**src/rtl/cmpxchg_ctrl_pkg.sv**
```systemverilog
`default_nettype none
// ============================================================================
//  Module      : cmpxchg_ctrl_pkg
//  Description : Shared execute-stage definitions for the CMPXCHG sequencer.
//                It holds the flag bit positions, the operand size encodings
//                and the controller state encoding.
//  Revision    : 1.0 - initial release
// ============================================================================
package cmpxchg_ctrl_pkg;

    // Flag vector bit positions
    localparam int CF_BIT = 0;
    localparam int PF_BIT = 1;
    localparam int AF_BIT = 2;
    localparam int ZF_BIT = 3;
    localparam int SF_BIT = 4;
    localparam int OF_BIT = 5;

    // Operand size encodings. Encoding 3 is illegal and is handled as 32-bit.
    localparam logic [1:0] SZ8  = 2'd0;
    localparam logic [1:0] SZ16 = 2'd1;
    localparam logic [1:0] SZ32 = 2'd2;

    // Controller states
    typedef enum logic [2:0] {
        ST_IDLE  = 3'd0,
        ST_CMP   = 3'd1,
        ST_RFWB  = 3'd2,
        ST_MEMWB = 3'd3,
        ST_RESP  = 3'd4
    } state_t;

endpackage : cmpxchg_ctrl_pkg
`default_nettype wire

```
**src/rtl/cmpxchg_ctrl_flagcalc.sv**
```systemverilog
`default_nettype none
// ============================================================================
//  Module      : cmpxchg_flagcalc
//  Description : Combinational CMP-style flag generator. It computes
//                d = a - b at the selected operand size and derives
//                CF/PF/AF/ZF/SF/OF. Bits above the operand size are ignored.
//  Ports       : a, b  [W-1:0] accumulator and destination operands
//                size  [1:0]   operand size (SZ8/SZ16/SZ32, 3 -> 32-bit)
//                flags [5:0]   {OF,SF,ZF,AF,PF,CF}
//  Revision    : 1.0 - initial release
// ============================================================================
module cmpxchg_flagcalc
    import cmpxchg_ctrl_pkg::*;
#(
    parameter int W = 32    // must be at least 32
) (
    input  logic [W-1:0] a,
    input  logic [W-1:0] b,
    input  logic [1:0]   size,
    output logic [5:0]   flags
);

    logic [31:0] w_mask;
    logic [31:0] w_a_m;
    logic [31:0] w_b_m;
    logic [31:0] w_d_m;
    logic        w_a_s;
    logic        w_b_s;
    logic        w_d_s;

    always_comb begin
        case (size)
            SZ8:     w_mask = 32'h0000_00FF;
            SZ16:    w_mask = 32'h0000_FFFF;
            default: w_mask = 32'hFFFF_FFFF;
        endcase

        w_a_m = a[31:0] & w_mask;
        w_b_m = b[31:0] & w_mask;
        // Masking the wrapped difference gives the size-width result.
        w_d_m = (w_a_m - w_b_m) & w_mask;

        case (size)
            SZ8: begin
                w_a_s = w_a_m[7];
                w_b_s = w_b_m[7];
                w_d_s = w_d_m[7];
            end
            SZ16: begin
                w_a_s = w_a_m[15];
                w_b_s = w_b_m[15];
                w_d_s = w_d_m[15];
            end
            default: begin
                w_a_s = w_a_m[31];
                w_b_s = w_b_m[31];
                w_d_s = w_d_m[31];
            end
        endcase

        flags         = '0;
        // Borrow out of the size MSB is the unsigned "a below b" condition.
        flags[CF_BIT] = (w_a_m < w_b_m);
        flags[PF_BIT] = ~(^w_d_m[7:0]);
        // Borrow from bit 3 is the unsigned compare of the low nibbles.
        flags[AF_BIT] = (w_a_m[3:0] < w_b_m[3:0]);
        flags[ZF_BIT] = (w_d_m == 32'd0);
        flags[SF_BIT] = w_d_s;
        flags[OF_BIT] = (w_a_s ^ w_b_s) & (w_a_s ^ w_d_s);
    end

    if (W > 32) begin : g_unused_hi
        logic w_unused_hi;
        assign w_unused_hi = ^{a[W-1:32], b[W-1:32]};
    end

endmodule : cmpxchg_flagcalc
`default_nettype wire

```
**src/rtl/cmpxchg_ctrl.sv**
```systemverilog
`default_nettype none
// ============================================================================
//  Module      : cmpxchg_ctrl
//  Description : Multi-cycle execute-stage sequencer for CMPXCHG. It latches
//                the operands, registers the CMP flags, issues writeback
//                through the register write port or the memory write port,
//                then holds a completion token until retire accepts it.
//  Ports       : clk, reset           clock, synchronous active-high reset
//                in_valid/in_ready    dispatch handshake (ready only in IDLE)
//                in_size, in_dest_mem operand size, memory destination flag
//                in_rm, in_r, in_eax  destination, source, accumulator
//                rf_wr_*              register write port
//                mem_req/mem_wdata    memory write request, held until mem_ack
//                flags_out/out_valid  completion token, out_ready to retire
//  Revision    : 1.0 - initial release
// ============================================================================
module cmpxchg_ctrl
    import cmpxchg_ctrl_pkg::*;
#(
    parameter int W       = 32,
    parameter int FLAGS_W = 6
) (
    input  logic               clk,
    input  logic               reset,
    // dispatch
    input  logic               in_valid,
    output logic               in_ready,
    input  logic [1:0]         in_size,
    input  logic               in_dest_mem,
    input  logic [W-1:0]       in_rm,
    input  logic [W-1:0]       in_r,
    input  logic [W-1:0]       in_eax,
    // register write port
    output logic               rf_wr_en,
    output logic               rf_wr_acc,
    output logic [1:0]         rf_wr_size,
    output logic [W-1:0]       rf_wr_data,
    // memory write port
    output logic               mem_req,
    output logic [W-1:0]       mem_wdata,
    input  logic               mem_ack,
    // retire
    output logic [FLAGS_W-1:0] flags_out,
    output logic               out_valid,
    input  logic               out_ready
);

    state_t             r_state;
    logic               r_in_ready;
    logic [1:0]         r_size;
    logic               r_dest_mem;
    logic [W-1:0]       r_rm;
    logic [W-1:0]       r_r;
    logic [W-1:0]       r_eax;
    logic               r_eq;
    logic [FLAGS_W-1:0] r_flags;
    logic               r_rf_wr_en;
    logic               r_rf_wr_acc;
    logic [W-1:0]       r_rf_wr_data;
    logic               r_mem_req;
    logic [W-1:0]       r_mem_wdata;
    logic               r_out_valid;

    logic [5:0]         w_flags;
    logic               w_zf;
    logic               w_mem_rf_wr;

    cmpxchg_flagcalc #(
        .W (W)
    ) u_flagcalc (
        .a     (r_eax),
        .b     (r_rm),
        .size  (r_size),
        .flags (w_flags)
    );

    assign w_zf = w_flags[ZF_BIT];

    // A failed compare on a memory destination also loads the accumulator.
    // That write is pulsed in the ack cycle itself, so it follows mem_ack
    // combinationally. Data and target were already registered in CMP.
    assign w_mem_rf_wr = (r_state == ST_MEMWB) & mem_ack & ~r_eq & ~reset;

    always_ff @(posedge clk) begin
        if (reset) begin
            r_state      <= ST_IDLE;
            r_in_ready   <= 1'b1;
            r_size       <= 2'd0;
            r_dest_mem   <= 1'b0;
            r_rm         <= '0;
            r_r          <= '0;
            r_eax        <= '0;
            r_eq         <= 1'b0;
            r_flags      <= '0;
            r_rf_wr_en   <= 1'b0;
            r_rf_wr_acc  <= 1'b0;
            r_rf_wr_data <= '0;
            r_mem_req    <= 1'b0;
            r_mem_wdata  <= '0;
            r_out_valid  <= 1'b0;
        end else begin
            case (r_state)
                ST_IDLE: begin
                    if (in_valid && r_in_ready) begin
                        r_size     <= in_size;
                        r_dest_mem <= in_dest_mem;
                        r_rm       <= in_rm;
                        r_r        <= in_r;
                        r_eax      <= in_eax;
                        r_in_ready <= 1'b0;
                        r_state    <= ST_CMP;
                    end
                end

                ST_CMP: begin
                    r_flags      <= w_flags[FLAGS_W-1:0];
                    r_eq         <= w_zf;
                    // On a match the source goes to the destination, otherwise
                    // the destination value goes to the accumulator.
                    r_rf_wr_acc  <= ~w_zf;
                    r_rf_wr_data <= w_zf ? r_r : r_rm;
                    if (r_dest_mem) begin
                        // The memory write always happens, even on a mismatch.
                        r_mem_req   <= 1'b1;
                        r_mem_wdata <= w_zf ? r_r : r_rm;
                        r_state     <= ST_MEMWB;
                    end else begin
                        r_rf_wr_en <= 1'b1;
                        r_state    <= ST_RFWB;
                    end
                end

                ST_RFWB: begin
                    r_rf_wr_en  <= 1'b0;
                    r_out_valid <= 1'b1;
                    r_state     <= ST_RESP;
                end

                ST_MEMWB: begin
                    if (mem_ack) begin
                        r_mem_req   <= 1'b0;
                        r_out_valid <= 1'b1;
                        r_state     <= ST_RESP;
                    end
                end

                ST_RESP: begin
                    if (out_ready) begin
                        r_out_valid <= 1'b0;
                        r_in_ready  <= 1'b1;
                        r_state     <= ST_IDLE;
                    end
                end

                default: begin
                    r_rf_wr_en  <= 1'b0;
                    r_mem_req   <= 1'b0;
                    r_out_valid <= 1'b0;
                    r_in_ready  <= 1'b1;
                    r_state     <= ST_IDLE;
                end
            endcase
        end
    end

    assign in_ready   = r_in_ready;
    assign rf_wr_en   = r_rf_wr_en | w_mem_rf_wr;
    assign rf_wr_acc  = r_rf_wr_acc;
    assign rf_wr_size = r_size;
    assign rf_wr_data = r_rf_wr_data;
    // An abandoned request is withdrawn in the reset cycle itself.
    assign mem_req    = r_mem_req & ~reset;
    assign mem_wdata  = r_mem_wdata;
    assign flags_out  = r_flags;
    assign out_valid  = r_out_valid;

endmodule : cmpxchg_ctrl
`default_nettype wire

```
**config.mk**
```make
export PLATFORM = sky130hd
export DESIGN_NAME = cmpxchg_ctrl
export DESIGN_NICKNAME = d
export VERILOG_FILES = /design/src/rtl/cmpxchg_ctrl_pkg.sv /design/src/rtl/cmpxchg_ctrl_flagcalc.sv /design/src/rtl/cmpxchg_ctrl.sv
export SDC_FILE = /design/constraint.sdc
export NUM_CORES = 1
export LEC_CHECK = 0
export CAP_MARGIN = 5
export CORE_AREA = 8 8 151 153
export DETAILED_ROUTE_END_ITERATION = 8
export DIE_AREA = 0 0 159 161
export HOLD_SLACK_MARGIN = 0.06
export PLACE_DENSITY = 0.76
export SYNTH_ARGS = -nofsm -noshare
export SYNTH_HDL_FRONTEND = slang
export SYNTH_SLANG_ARGS = --single-unit
```
**constraint.sdc**
```tcl
create_clock -name clk -period 3.6 [get_ports clk]
set_input_delay 0.36 -clock clk [delete_from_list [all_inputs] [get_ports clk]]
set_output_delay 0.36 -clock clk [all_outputs]
set_load 0.02 [all_outputs]
```
==> results.ini <==
[grt]
grt_max_degree=87
gr-total-overflow=0
busiest_layer=met2
grt_pass1_vias=9745
grt_use_met3_pct=4.07
grt_pass1_wl_um=51800
use_met1_pct=31.5
antenna_found_initial=0
grt_util_met2_pct=40.1
grt_util_all_layers_pct=24.6

[sta]
rsz0062_at_grt=yes
max_freq_mhz=264
finalHoldViolations=0
finClkSkew_ns=0.0119
finalCriticalPeriod_ns=3.79
relSlewSlack_pct=33.0
whs_ns=0.441
worst_pin_slew_ns=1.00
slew_violations=0
setup_slack_ns=-0.190
setup_violations=65
finalCritPeriodShare_pct=105

[clock_network]
htreeDepth=4
clk_latency_ns=0.43
cts-root-buf=clkbuf_16
max-clock-path-buffers=2
cts.clk_slew.worst_paths_ns=0.08
postCtsHoldBufs=0
cts_tree=done
cts_buffers=17
clock-sinks=177

[final_layout]
fin_area_mm2=0.0135
layout.nets=1611
fin_util_pct=65.7
num_antenna_cells=0
area_growth_pct=39.5
drive_gt1_share_pct=15.8

[yosys]
async_flop_share_pct=0
synth.yosys.seq_area_share_pct=36.6
syn_nets=1377
synth_cell_types=76
synth.avg_cell_area_um2=7.83
synth_area_mm2=0.00968
synth_edf_count=0
synthFlopType=dfxtp_1
syn_inst=1236
synth_warnings=0
synth_seq_cells=177

[detailed_routing]
drtIter0Drc=717
routedWlPerCell_um=18.7
drc_errors=0
antenna_left=0
routed_wirelength_um=32900
firstDrtPassIters=5
num_vias=9996
viasPerCell=5.69

[setup_path]
cp_top_family=simple AND/OR/NAND/NOR gates
crit_fanout=12
cp.required_ns=3.92
path_buf_inv=3
cpPeakStageDelay_ns=0.39
worstSetupStartpointType=flop
crit_path_start=rf_wr_size[0]
critPathArrivalTime_ns=4.11
critPathSlowestCell=a2111o_1
end_kind=flop
r2r_start=rf_wr_size[0]
crit_type=reg2reg
path_cells=or2_4, buf_6, and2_4, ha_4, and4_4, nand2_2, a2111o_1, nand4_1, o311ai_2, a2111o_1, nor4_4, buf_4, and4_4, o211ai_4, buf_12, o221a_2

[die]
ios=181
die_w_um=159
rows=53
start_util_pct=47.1
core_mm2=0.0206
die_y_um=161
dieArea_mm2=0.0256

[placement]
numPortBuffers=180
gp_congestion=0.898
placed_cell_area_mm2=0.0124
dp_hpwl_um=23100

[worst_hold_path]
hp-class=in2reg
min_from=reset

[power]
leakagePower_nw=5.20
pwr_density_cell_mw_per_mm2=762
totalPowerFinal_w=0.0103
peakVddDrop_mv=0.437

[run]
max-cap-violations=0

[status]
violations=setup timing
status=complete, but fails checks

==> state kept, by name, indices dropped and copies added, names as in the netlist <==
register	count
flags_out	6
in_ready	1
mem_wdata	32
out_valid	1
r_dest_mem	1
r_eax	32
r_mem_req	1
r_r	32
r_rf_wr_en	1
r_rm	32
r_state	3
rf_wr_acc	1
rf_wr_data	32
rf_wr_size	2
==> path summary, 6_finish.rpt <==
path | endpoint | slack, ns | depth (start not counted)
worst max-delay path | rf_wr_data[0] | -0.19 | 16
worst min-delay path | r_r[16] | 0.44 | 2
worst max register to register | rf_wr_data[0] | -0.19 | 16
worst min register to register | r_eax[23] | 0.45 | 2
==> power by group <==
group / internal (W) / switching (W) / total, W
Sequential: 0.00241 / 0.000411 / 0.00282
Combinational: 0.00265 / 0.00299 / 0.00565
Clock: 0.000941 / 0.000886 / 0.00183
Total: 0.00600 / 0.00429 / 0.0103
==> layout make-up <==
class,count,area [um^2]
inverters,39,146
multi-input cells,932,5970
well taps,275,344
clock inverters,14,143
repair buffers,303,2920
fillers,1753,7050
flip-flops and latches,177,3550
clock buffers,18,439
==> cells in the mapped netlist (4+ instances only) <==
master    number  share of area (%)
nand3_1        9               0.47
nor2b_1        7               0.45
xnor2_1        9               0.81
buf_2          6               0.31
or3_1          5               0.32
o211ai_1       4               0.31
inv_1         39                1.5
nor2_1       101                3.9
o221a_1       60                7.0
o21ai_1        9               0.47
o221a_2        4               0.47
clkbuf_1      69                2.7
a211oi_1       7               0.54
nand2_1      261                 10
a21o_1        16                1.2
nand3b_1       4               0.31
dfxtp_1      177                 37
xor2_1        10               0.91
buf_6          8               0.93
o31a_1        31                2.8
a21oi_1      164                8.5
mux2i_1        6               0.62
o21ai_0       50                2.6
nor3_1         9               0.47
nand4_1        8               0.52
a31oi_1        7               0.45
nand2b_1      14               0.91
and2_1        31                2.0
ha_1          36                4.7
==> worst reg2reg max path: cells and delay by family (launching register included) <==
| family | cells | cell delay [ns] |
|---|---|---|
| AND/OR/NAND/NOR | 7 | 1.29 |
| flip-flops | 1 | 0.35 |
| adder cells (fa/ha/maj) | 1 | 0.28 |
| AO/OA/AOI/OAI | 5 | 1.25 |
| buffers and inverters | 3 | 0.49 |
==> metrics by stage <==
step,setup slack [ns],TNS [ns],std cells
floorplan,-0.0607,-2.43,1236
global placement,-0.145,-7.66,1705
detailed placement,-0.216,-12.46,1705
CTS,-0.136,-5.72,1752
global route,-0.285,-15.73,1758
finish,-0.190,-9.00,1758
==> cell usage in the layout (no fill, tap or decap), types with 4 or more instances in the layout <==
master,n
ha_1,28
a31oi_1,5
o221a_1,60
nand3_1,8
or3_1,4
o211ai_1,4
nor3_2,4
ha_4,8
xor2_1,10
nand3b_1,4
nand2_1,256
a21oi_1,154
o21ai_2,4
buf_4,103
o31a_1,31
nor2_1,99
and2_1,26
buf_6,10
nand4_1,8
a211oi_2,5
clkdlybuf4s50_1,179
and2_4,5
dfxtp_1,175
nor3_1,5
clkbuf_16,18
o21ai_0,45
inv_8,5
nor2b_1,7
nand2b_1,13
mux2i_1,6
buf_12,9
a21oi_2,9
o21ai_1,9
xnor2_1,9
a21o_1,16
inv_1,39
nand2_2,5
==> per-layer routing <==
layer  part of all wire (%)  vias to the layer above
met5                      0                        -
met3                    6.2                       69
met1                     44                     4679
met2                     46                      397
met4                    3.8                        0
li1                       -                     4851
==> repair_timing <==
item                                    in CTS  in global routing
gates resized for setup                     38                 39
endpoints found under the setup margin      66                 67
hold endpoints to repair                     0                  0
pin swaps                                    8                  9
gates cloned                                 3                  2
buffers inserted                            12                  5
==> cell families after synthesis <==
family                     synth area share, %
and+or+nand+nor                           21.5
muxes                                    0.621
adders and majority gates                 4.86
buffers and inverters                     5.75
xor gates and xnor gates                  1.72
DFF                                       36.6
AOI/OAI and AO/OA                         29.0
Note: power is estimated with default switching activity, not from simulation.
